==> src/rtl/seq_detect_param_if.sv <==
// Serial input / match output bundle for seq_detect_param.
// master drives the stream and controls; slave is the detector.
interface seq_detect_param_if #(
   parameter int W     = 4,
   parameter int CNT_W = 8
);
   logic             x;
   logic             x_valid;
   logic             overlap;
   logic             pat_load;
   logic [W-1:0]     pat_in;
   logic             cnt_clr;
   logic             z;
   logic [CNT_W-1:0] match_cnt;

   modport master (
      output x, x_valid, overlap, pat_load, pat_in, cnt_clr,
      input  z, match_cnt
   );

   modport slave (
      input  x, x_valid, overlap, pat_load, pat_in, cnt_clr,
      output z, match_cnt
   );
endinterface

==> src/rtl/seq_detect_param.sv <==
// Parametrised serial pattern detector with run-time reload.
// Define SEQ_DETECT_MATCH_CNT_EN to build the saturating match counter.
module seq_detect_param #(
   parameter int           W       = 4,
   parameter logic [W-1:0] PATTERN = 4'b1001,
   parameter int           CNT_W   = 8
) (
   input logic              clk,
   input logic              rst,
   seq_detect_param_if.slave bus
);
   localparam int FW = $clog2(W + 1);
   localparam logic [FW-1:0] FULL = FW'(W);

   logic [W-1:0]  pat_q, pat_d;
   logic [W-1:0]  hist_q, hist_d;
   logic [FW-1:0] fill_q, fill_d;
   logic [FW-1:0] fill_inc;
   logic          z_q, z_d;
   logic          match;

   // State register: pattern, history, fill level and match pulse
   always_ff @(posedge clk) begin
      if (rst) begin
         pat_q  <= PATTERN;
         hist_q <= '0;
         fill_q <= '0;
         z_q    <= 1'b0;
      end else begin
         pat_q  <= pat_d;
         hist_q <= hist_d;
         fill_q <= fill_d;
         z_q    <= z_d;
      end
   end

   // Next state: reload wins over data; a match needs a full window
   always_comb begin
      pat_d    = pat_q;
      hist_d   = hist_q;
      fill_d   = fill_q;
      fill_inc = fill_q;
      match    = 1'b0;
      z_d      = 1'b0;
      if (bus.pat_load) begin
         pat_d  = bus.pat_in;
         hist_d = '0;
         fill_d = '0;
      end else if (bus.x_valid) begin
         hist_d   = {hist_q[W-2:0], bus.x};
         fill_inc = (fill_q == FULL) ? FULL : fill_q + 1'b1;
         match    = (hist_d == pat_q) && (fill_inc == FULL);
         fill_d   = (match && !bus.overlap) ? '0 : fill_inc;
         z_d      = match;
      end
   end

   // Output: registered match pulse
   assign bus.z = z_q;

`ifdef SEQ_DETECT_MATCH_CNT_EN
   logic [CNT_W-1:0] cnt_q, cnt_d;

   // Counter next value: clear yields 1 if a match lands with it
   always_comb begin
      cnt_d = cnt_q;
      if (bus.cnt_clr)
         cnt_d = match ? CNT_W'(1) : '0;
      else if (match && (cnt_q != '1))
         cnt_d = cnt_q + 1'b1;
   end

   // Counter register
   always_ff @(posedge clk) begin
      if (rst) cnt_q <= '0;
      else     cnt_q <= cnt_d;
   end

   assign bus.match_cnt = cnt_q;
`else
   logic unused_cnt_clr;
   assign unused_cnt_clr = bus.cnt_clr;
   assign bus.match_cnt  = '0;
`endif
endmodule

==> src/flat_wrapper.sv <==
// flat-port wrapper written by rule: the top's interface ports become plain ports
module seq_detect_param_flat 
#(
   parameter int           W       = 4,
   parameter logic [W-1:0] PATTERN = 4'b1001,
   parameter int           CNT_W   = 8
)
  (clk, rst, bus_x, bus_x_valid, bus_overlap, bus_pat_load, bus_pat_in, bus_cnt_clr, bus_z, bus_match_cnt);
  seq_detect_param_if #(.W(W), .CNT_W(CNT_W)) bus_i ();
  input logic clk;
  input logic rst;
  input wire logic [$bits(bus_i.x)-1:0] bus_x;
  input wire logic [$bits(bus_i.x_valid)-1:0] bus_x_valid;
  input wire logic [$bits(bus_i.overlap)-1:0] bus_overlap;
  input wire logic [$bits(bus_i.pat_load)-1:0] bus_pat_load;
  input wire logic [$bits(bus_i.pat_in)-1:0] bus_pat_in;
  input wire logic [$bits(bus_i.cnt_clr)-1:0] bus_cnt_clr;
  output wire logic [$bits(bus_i.z)-1:0] bus_z;
  output wire logic [$bits(bus_i.match_cnt)-1:0] bus_match_cnt;
  assign bus_i.x = bus_x;
  assign bus_i.x_valid = bus_x_valid;
  assign bus_i.overlap = bus_overlap;
  assign bus_i.pat_load = bus_pat_load;
  assign bus_i.pat_in = bus_pat_in;
  assign bus_i.cnt_clr = bus_cnt_clr;
  assign bus_z = bus_i.z;
  assign bus_match_cnt = bus_i.match_cnt;
  seq_detect_param #(.W(W), .PATTERN(PATTERN), .CNT_W(CNT_W)) u_core (.clk(clk), .rst(rst), .bus(bus_i));
endmodule
==> config.mk <==
export PLATFORM = sky130hd
export DESIGN_NAME = seq_detect_param_flat
export DESIGN_NICKNAME = d
export VERILOG_FILES = /design/src/rtl/seq_detect_param_if.sv /design/src/rtl/seq_detect_param.sv /design/src/flat_wrapper.sv
export SDC_FILE = /design/constraint.sdc
export NUM_CORES = 1
export LEC_CHECK = 0
export ABC_CLOCK_PERIOD_IN_PS = 3800
export CAP_MARGIN = 40
export CORE_MARGIN = 10
export CORE_UTILIZATION = 30
export CTS_BUF_LIST = sky130_fd_sc_hd__clkbuf_16
export CTS_CLUSTER_SIZE = 14
export DETAILED_ROUTE_END_ITERATION = 12
export PLACE_DENSITY = 0.65
export SYNTH_ARGS = -nofsm -noshare
export SYNTH_HDL_FRONTEND = slang
export SYNTH_SLANG_ARGS = --single-unit
==> constraint.sdc <==
create_clock -name clk -period 3.8 [get_ports clk]
set_input_delay 0.57 -clock clk [delete_from_list [all_inputs] [get_ports clk]]
set_output_delay 0.57 -clock clk [all_outputs]
set_load 0.01 [all_outputs]
==> metrics.txt, run 1 <==
status=finished clean; number of I/O pins=20; cell count after synthesis=a little under 60; setup repair after global routing missed its margin=no; number of antenna violations at the first check in global routing=0; global-route wire length before repair=1.79 mm; Synth Area in Simple Gates=between 15 and 20%; Leakage=0.000316 µW; crit path from=bus_pat_load; delay-heaviest family, CP=buffers and inverters; sw frac=19.5%; logic gate share of total power=a little under a tenth; RePlAce Congestion=0.654; top_reg_cell synth=dfxtp_1; final core occ=between 30 and 40%; Tot GR Track Use=around 5.5%; FF+latch count, synth=11; Total Wirelength=1.09 mm; Clock Skew=approximately 0.0024 ns; Switch Pwr=66.7 µW; CTS buffer count=3; Die Area=0.00415 mm²; Mapped Area=592 µm²; root buf cell=clkbuf_16; Hold Buf Count CTS=0; CTS Sinks=11; Via density=4.19; Die Y=64.4 µm; # rows=16; DRT antenna net count=0; Final Setup Violations=0; Post-synth EDFFs=0; drt wl/cell=~11 µm; Setup Buffers After CTS=0; fmax=602 MHz; share of the synthesized area in the top cell type=between 30% and 40%; largest net degree at the start of global routing=10; final net count=84; Overflow after GRT=0; Final Cell Area=roughly 750 µm²; Yosys Warn Count=0; CP peak stage delay=0.59 ns; critical path's slowest cell=clkdlybuf4s50_1; Final Slew Violations=0; non-filler instance count after layout=97; CTS tree=yes; CP Data Arrival Time=1.81 ns; vias in the first global route=426; DRT Pass-1 Iters=4; VDD IR-drop max=0.150 mV; initial core utilization=30.8%; critical-path cell list=clkdlybuf4s50_1 -> nor2_2 -> o2111ai_1 -> nor4b_2; Crit Path Category=in2reg; Reg2Reg Launch Point=u_core.fill_q[0]; Tmin final=1.66 ns; Worst setup EP type=flip-flop; adder-cell share of the synthesized area=between 4 and 5%; Max clock buf depth=2; H-tree depth reported by CTS=1; Max Cap Viol=0; Worst-path clk slew=0.04 ns; top cells by area, synth=dfxtp_1 37%, mux2i_1 12%, buf_4 10%; share of post-route cells with drive strength above 1=8.57%; most frequent cells in the layout=11 x dfxtp_1, 10 x clkdlybuf4s50_1, 8 x conb_1; part of the cycle the worst path needs=43.7%; # diodes=0; Hold Startpoint=u_core.pat_q[2]; area leader, netlist=dfxtp_1; Worst Setup Start Kind=input pin; clock power share=54.4%; asr flop ratio synth=0%; # resized after CTS=0; mux share of post-synthesis cell area=11.8%; Floorplan Core Area=0.00192 mm²; Placed Instances=93; compound-gate portion of the synthesized area=6.55%; 1st-iter DRT viols=5; cell internal pwr=275 µW; Fin. Hold Viols=0; register share of total power=36.0%; filler cell count=213; Crit path required time=3.95 ns; Netlist cell types=21; I/O Buffers=10; CP Buf/Inv Count=1; syn_area_per_cell=between 10 and 15 µm²; most common cell after layout, fill and taps aside=dfxtp_1; largest family of logic cells by synthesized area=simple AND/OR/NAND/NOR gates; # DRC=0; Post-Synth XOR/XNOR Area=between 5 and 6%; R2R Setup Slk=around 2.4 ns; post-route setup TNS=0 ns; Die Span X=64.4 µm; Skew-Pair Late Insertion Delay=roughly 0.24 ns; DP HPWL=914 µm; crit path max fanout=9; Fin Hold WS=0.510 ns; Area Growth Syn to Fin=26.4%; Area after DPL=~670 µm²; sequential share of the synthesized area=a little under two fifths; min-delay worst type=reg2reg; pwr dens=456 mW/mm²; via count=406
[tightest hold or removal path: stages (launching register included)]
cell and delay [ns]:
dfxtp_1 0.33, mux2i_1 0.07, nor2_1 0.07
[power groups by stage]
stage	Sequential [µW]	Combinational, µW	Clock [µW]
after floorplan	124	28.0	0
after global placement	125	32.2	0
after detailed placement	125	32.6	0
after CTS	123	32.8	189
after global routing	123	36.5	195
final	123	32.7	186
[cell type report]
class / instances / area (µm²) / area share, %
multi-input combinational: 43 / 308 / 41.1
sequential: 11 / 220 / 29.4
timing repair buffer: 10 / 100 / 13.4
clock buffer: 3 / 75.1 / 10.0
tap: 27 / 33.8 / 4.52
inverter: 2 / 7.51 / 1.00
clock inverter: 1 / 3.75 / 0.502
[cell usage after synthesis, drive strengths merged, types with 2 or more instances]
library cell  instances
mux2i                 7
inv                   2
buf                  10
dfxtp                11
ha                    2
nor4b                 2
nor2                  8
nor4                  2
xor2                  4
a211o                 2
nand3b                2
nor2b                 2
[final timing paths]
kind | cells after the start | to
worst min-delay path | 2 | u_core.pat_q[2]
worst max-delay path | 4 | u_core.bus.z
worst max register to register | 4 | u_core.bus.z
worst min register to register | 2 | u_core.pat_q[2]
[state kept, by name (all words and copies together), names as in the netlist]
name	cells
u_core.fill_q	3
u_core.pat_q	4
u_core.bus.z	1
u_core.hist_q	3
[through the flow]
| step | total power, µW | setup WS (ns) |
|---|---|---|
| floorplan | 152 | 2.53 |
| global placement | 157 | 1.90 |
| detailed placement | 157 | 1.88 |
| CTS | 345 | 2.12 |
| global route | 355 | 2.06 |
| finish | 341 | 2.14 |
[metal layers]
metal | track usage, % | wire (µm)
met1 | 5.61 | 468
met3 | 2.92 | 75
met5 | 0 | 0
met4 | 4.01 | 30
met2 | 8.37 | 516
[cell families after synthesis]
logic type | count (synthesis)
other | 1
adder cells (fa/ha/maj) | 2
AO/OA/AOI/OAI | 5
XOR/XNOR | 4
flip-flops | 11
AND/OR/NAND/NOR | 17
multiplexers | 7
buffers and inverters | 12
Note: power is estimated with default switching activity, not from simulation.
==> inputs of run 2 (changes only) <==
--- a/config.mk
+++ b/config.mk
@@ -5,7 +5,7 @@
 export SDC_FILE = /design/constraint.sdc
 export NUM_CORES = 1
 export LEC_CHECK = 0
-export ABC_CLOCK_PERIOD_IN_PS = 3800
+export ABC_CLOCK_PERIOD_IN_PS = 1600
 export CAP_MARGIN = 40
 export CORE_MARGIN = 10
 export CORE_UTILIZATION = 30
==> constraint.sdc (replaced) <==
create_clock -name clk -period 1.6 [get_ports clk]
set_input_delay 0.24 -clock clk [delete_from_list [all_inputs] [get_ports clk]]
set_output_delay 0.24 -clock clk [all_outputs]
set_load 0.01 [all_outputs]
==> metrics.txt, run 2 (synthesis gave the netlist of run 1 again) <==
status=finished clean; Fin. Hold Viols=0; I/O Buffers=10; # diodes=0; met2 WL=between 500 and 600 µm; min-delay worst type=reg2reg; # DRC=0; Crit Path Category=reg2reg; Largest regs=u_core.pat_q: 4 flops, u_core.fill_q: 3 flops, u_core.hist_q: 3 flops; Fin Hold WS=0.516 ns; CTS Sinks=11; CP peak stage delay=0.36 ns; filler cell count=211; critical-path cell list=inv_1 -> ha_1 -> nor4_2 -> nor4b_2; Worst setup EP type=flip-flop; Skew-Pair Late Insertion Delay=around 0.24 ns; R2R Setup Slk=0.20 ns; register share of total power=a little over a third; DRT antenna net count=0; # rows=16; Total Wirelength=around 1.2 mm; Tot GR Track Use=6.00%; number of antenna violations at the first check in global routing=0; met3 wire len=70 µm; Hold Buf Count CTS=0; RePlAce Congestion=0.632; crit path max fanout=4; clock power share=54.6%; Via density=between 4 and 5; final net count=87; most common cell after layout, fill and taps aside=dfxtp_1; initial core utilization=30.8%; Floorplan Core Area=0.00192 mm²; Area Growth Syn to Fin=30.2%; drt wl/cell=11.6 µm; Die Y=64.4 µm; H-tree depth reported by CTS=1; share of post-route cells with drive strength above 1=12.3%; root buf cell=clkbuf_16; met1 wire length=around 460 µm; Setup Buffers After CTS=0; number of I/O pins=20; largest net degree at the start of global routing=8; # resized after CTS=0; CTS buffer count=3; CTS tree=yes; Overflow after GRT=0; fmax=712 MHz; critical path's slowest cell=dfxtp_1; 1st-iter DRT viols=4; non-filler instance count after layout=100; setup repair after global routing missed its margin=no; Worst Setup Start Kind=flip-flop; cell internal pwr=657 µW; Die Area=0.00415 mm²; Max clock buf depth=2; Clock Skew=0.00138 ns; Hold Crit Depth=2; via count=~420; sw frac=20.4%; VDD IR-drop max=0.412 mV; Final Setup Violations=0; Leakage=~0.00033 µW; Placed Instances=96; CP Data Arrival Time=1.55 ns; Top Layer Used=met4; logic gate share of total power=roughly 10%; Die Span X=approximately 64 µm; DP HPWL=approximately 930 µm; DRT Pass-1 Iters=3; pwr dens=1070 mW/mm²; Largest Register=u_core.pat_q; global-route wire length before repair=1.90 mm; part of the cycle the worst path needs=a little under 90%; worst r2r path cells=4; post-route setup TNS=0 ns; Switch Pwr=168 µW; Final Slew Violations=0; Crit path required time=1.75 ns; Tmin final=about 1.4 ns; vias in the first global route=453; most frequent cells in the layout=11 x dfxtp_1, 10 x clkdlybuf4s50_1, 8 x conb_1; max FFs per register=4; Max Cap Viol=0; Worst-path clk slew=about 0.040 ns
-- run 2: path summary, 6_finish.rpt --
check	start	endpoint
setup / recovery	u_core.fill_q[0]	u_core.bus.z
hold / removal	u_core.pat_q[2]	u_core.pat_q[2]
hold reg to reg	u_core.pat_q[2]	u_core.pat_q[2]
setup reg to reg	u_core.fill_q[0]	u_core.bus.z
-- run 2: power groups by stage --
| stage | combinational, µW | sequential [µW] | clock, µW |
|---|---|---|---|
| 2_1_floorplan | 66.6 | 294 | 0 |
| 3_3_place_gp | 81.8 | 296 | 0 |
| 3_5_place_dp | 82.4 | 296 | 0 |
| 4_1_cts | 83.7 | 292 | 460 |
| 5_1_grt | 91.7 | 293 | 467 |
| 6_report | 83.5 | 291 | 451 |
-- run 2: per-stage QoR --
stage                     power (µW)  setup slack, ns  utilization [%]  instance area (µm²)
after detailed placement         379            0.115             36.0                  692
after global placement           378            0.159             36.0                  692
final                            826            0.195             40.1                  771
after CTS                        835            0.170             40.1                  771
after global routing             852            0.101             40.1                  771
after floorplan                  361            0.344                -                  618
-- run 2: layout make-up --
| type | instances | area, µm² | share of cell area (%) |
|---|---|---|---|
| Timing Repair Buffer | 13 | 123 | 15.9 |
| Tap cell | 27 | 33.8 | 4.38 |
| Clock buffer | 3 | 75.1 | 9.74 |
| Sequential cell | 11 | 220 | 28.6 |
| Inverter | 2 | 7.51 | 0.974 |
| Multi-Input combinational cell | 43 | 308 | 39.9 |
| Clock inverter | 1 | 3.75 | 0.487 |
-- run 2: routing by layer --
layer / track usage, % / vias to the layer above
li1: - / 211
met1: 5.21 / 188
met2: 9.61 / 11
met3: 2.92 / 5
met4: 6.42 / 0
met5: 0 / -
-- run 2: worst max-delay path, delay by kind of cell, from the launching register on --
kind	cells	cell delay, ns
buffers and inverters	1	0.06
AND/OR/NAND/NOR	2	0.58
flip-flops	1	0.36
adder cells (fa/ha/maj)	1	0.32
==> inputs of run 3 (changes only) <==
--- a/config.mk
+++ b/config.mk
@@ -5,7 +5,6 @@
 export SDC_FILE = /design/constraint.sdc
 export NUM_CORES = 1
 export LEC_CHECK = 0
-export ABC_CLOCK_PERIOD_IN_PS = 1600
 export CAP_MARGIN = 40
 export CORE_MARGIN = 10
 export CORE_UTILIZATION = 30
==> constraint.sdc (replaced) <==
create_clock -name clk -period 1.8 [get_ports clk]
set_input_delay 0.27 -clock clk [delete_from_list [all_inputs] [get_ports clk]]
set_output_delay 0.27 -clock clk [all_outputs]
set_load 0.01 [all_outputs]
==> metrics.txt, run 3 (synthesis gave the netlist of run 1 again) <==
post-route setup TNS=0 ns; Hold Buf Count CTS=0; DP HPWL=933 µm; CTS buffer count=3; CP Data Arrival Time=1.56 ns; Placed Instances=95; Overflow after GRT=0; 1st-iter DRT viols=6; Skew-Pair Late Insertion Delay=0.24 ns; max FFs per register=4; most frequent cells in the layout=11 x dfxtp_1, 10 x clkdlybuf4s50_1, 8 x conb_1; Final Setup Violations=0; largest net degree at the start of global routing=8; Crit path required time=1.95 ns; non-filler instance count after layout=99; Die Y=64.4 µm; vias in the first global route=roughly 450; Final Slew Violations=0; initial core utilization=30.8%; Multi-input gate area=308 µm²; Largest regs=u_core.pat_q: 4 flops, u_core.fill_q: 3 flops, u_core.hist_q: 3 flops; Worst Setup Start Kind=flip-flop; Crit Path Category=reg2reg; part of the cycle the worst path needs=78.3%; Tot GR Track Use=5.96%; VDD IR-drop max=about 0.50 mV; # diodes=0; Worst-path clk slew=0.04 ns; CTS tree=yes; # DRC=0; status=finished clean; Floorplan Core Area=~0.0019 mm²; Fin. Hold Viols=0; min-delay worst type=reg2reg; most common cell after layout, fill and taps aside=dfxtp_1; DRT antenna net count=0; pwr dens=972 mW/mm²; crit path max fanout=4; Largest Register=u_core.pat_q; Tmin final=1.41 ns; H-tree depth reported by CTS=1; Die Area=0.00415 mm²; global-route wire length before repair=between 1.5 and 2 mm; via count=424; Setup Buffers After CTS=0; RePlAce Congestion=roughly 0.63; share of post-route cells with drive strength above 1=12.5%; Total Wirelength=~1.2 mm; Die Span X=64.4 µm; Top Layer Used=met4; met1 wire length=502 µm; final net count=86; number of I/O pins=20; Worst setup EP type=flip-flop; Area Growth Syn to Fin=29.2%; register area=220 µm²; Clock Skew=0.000290 ns; filler cell count=200; Via density=4.28; drt wl/cell=11.7 µm; Max Cap Viol=0; final core occ=39.8%; fmax=roughly 700 MHz; met3 wire len=71 µm; root buf cell=clkbuf_16; # rows=16; CTS Sinks=11; met2 WL=575 µm; DRT Pass-1 Iters=2; Fin Hold WS=0.519 ns; Max clock buf depth=2; Leakage=0.000324 µW; I/O Buffers=10; number of antenna violations at the first check in global routing=0; setup repair after global routing missed its margin=no; # resized after CTS=0
==> run 3: where the power goes <==
| group | leakage [µW] | switching [µW] | total [µW] | internal (µW) |
|---|---|---|---|---|
| Clock | 0.0000409 | 117 | 411 | 295 |
| Combinational | 0.000193 | 34.6 | 72.9 | 38.3 |
| Sequential | 0.0000899 | 6.02 | 259 | 253 |
==> run 3: layer usage <==
metal | up-vias | track usage (%)
met2 | 12 | 9.98
met3 | 4 | 3.95
met4 | 0 | 3.21
li1 | 212 | -
met5 | - | 0
met1 | 196 | 5.40
==> run 3: area by class of cell <==
class | count | share of cell area [%]
Tap cell | 27 | 4.42
Clock buffer | 3 | 9.82
Sequential cell | 11 | 28.8
Clock inverter | 1 | 0.655
Multi-Input combinational cell | 43 | 40.3
Timing Repair Buffer | 12 | 15.1
Inverter | 2 | 0.982
==> run 3: final timing paths <==
path	slack, ns	startpoint	cells past startpoint	end
worst max-delay path	0.39	u_core.fill_q[0]	4	u_core.bus.z
worst min register to register	0.52	u_core.pat_q[1]	2	u_core.pat_q[1]
worst max register to register	0.39	u_core.fill_q[0]	4	u_core.bus.z
worst min-delay path	0.52	u_core.pat_q[1]	2	u_core.pat_q[1]
==> run 3: worst max-delay path, stage by stage (launching register included) <==
cell and delay (ns):
dfxtp_1 0.37, inv_1 0.06, ha_1 0.32, nor4_2 0.34
nor4b_2 0.24
==> run 3: per-stage QoR <==
| stage | worst slack (ns) | cell area, µm² | total power (µW) |
|---|---|---|---|
| 2_1_floorplan | 0.544 | 618 | 321 |
| 3_3_place_gp | 0.309 | 684 | 334 |
| 3_5_place_dp | 0.272 | 684 | 335 |
| 4_1_cts | 0.382 | 764 | 751 |
| 5_1_grt | 0.291 | 764 | 766 |
| 6_report | 0.391 | 764 | 743 |
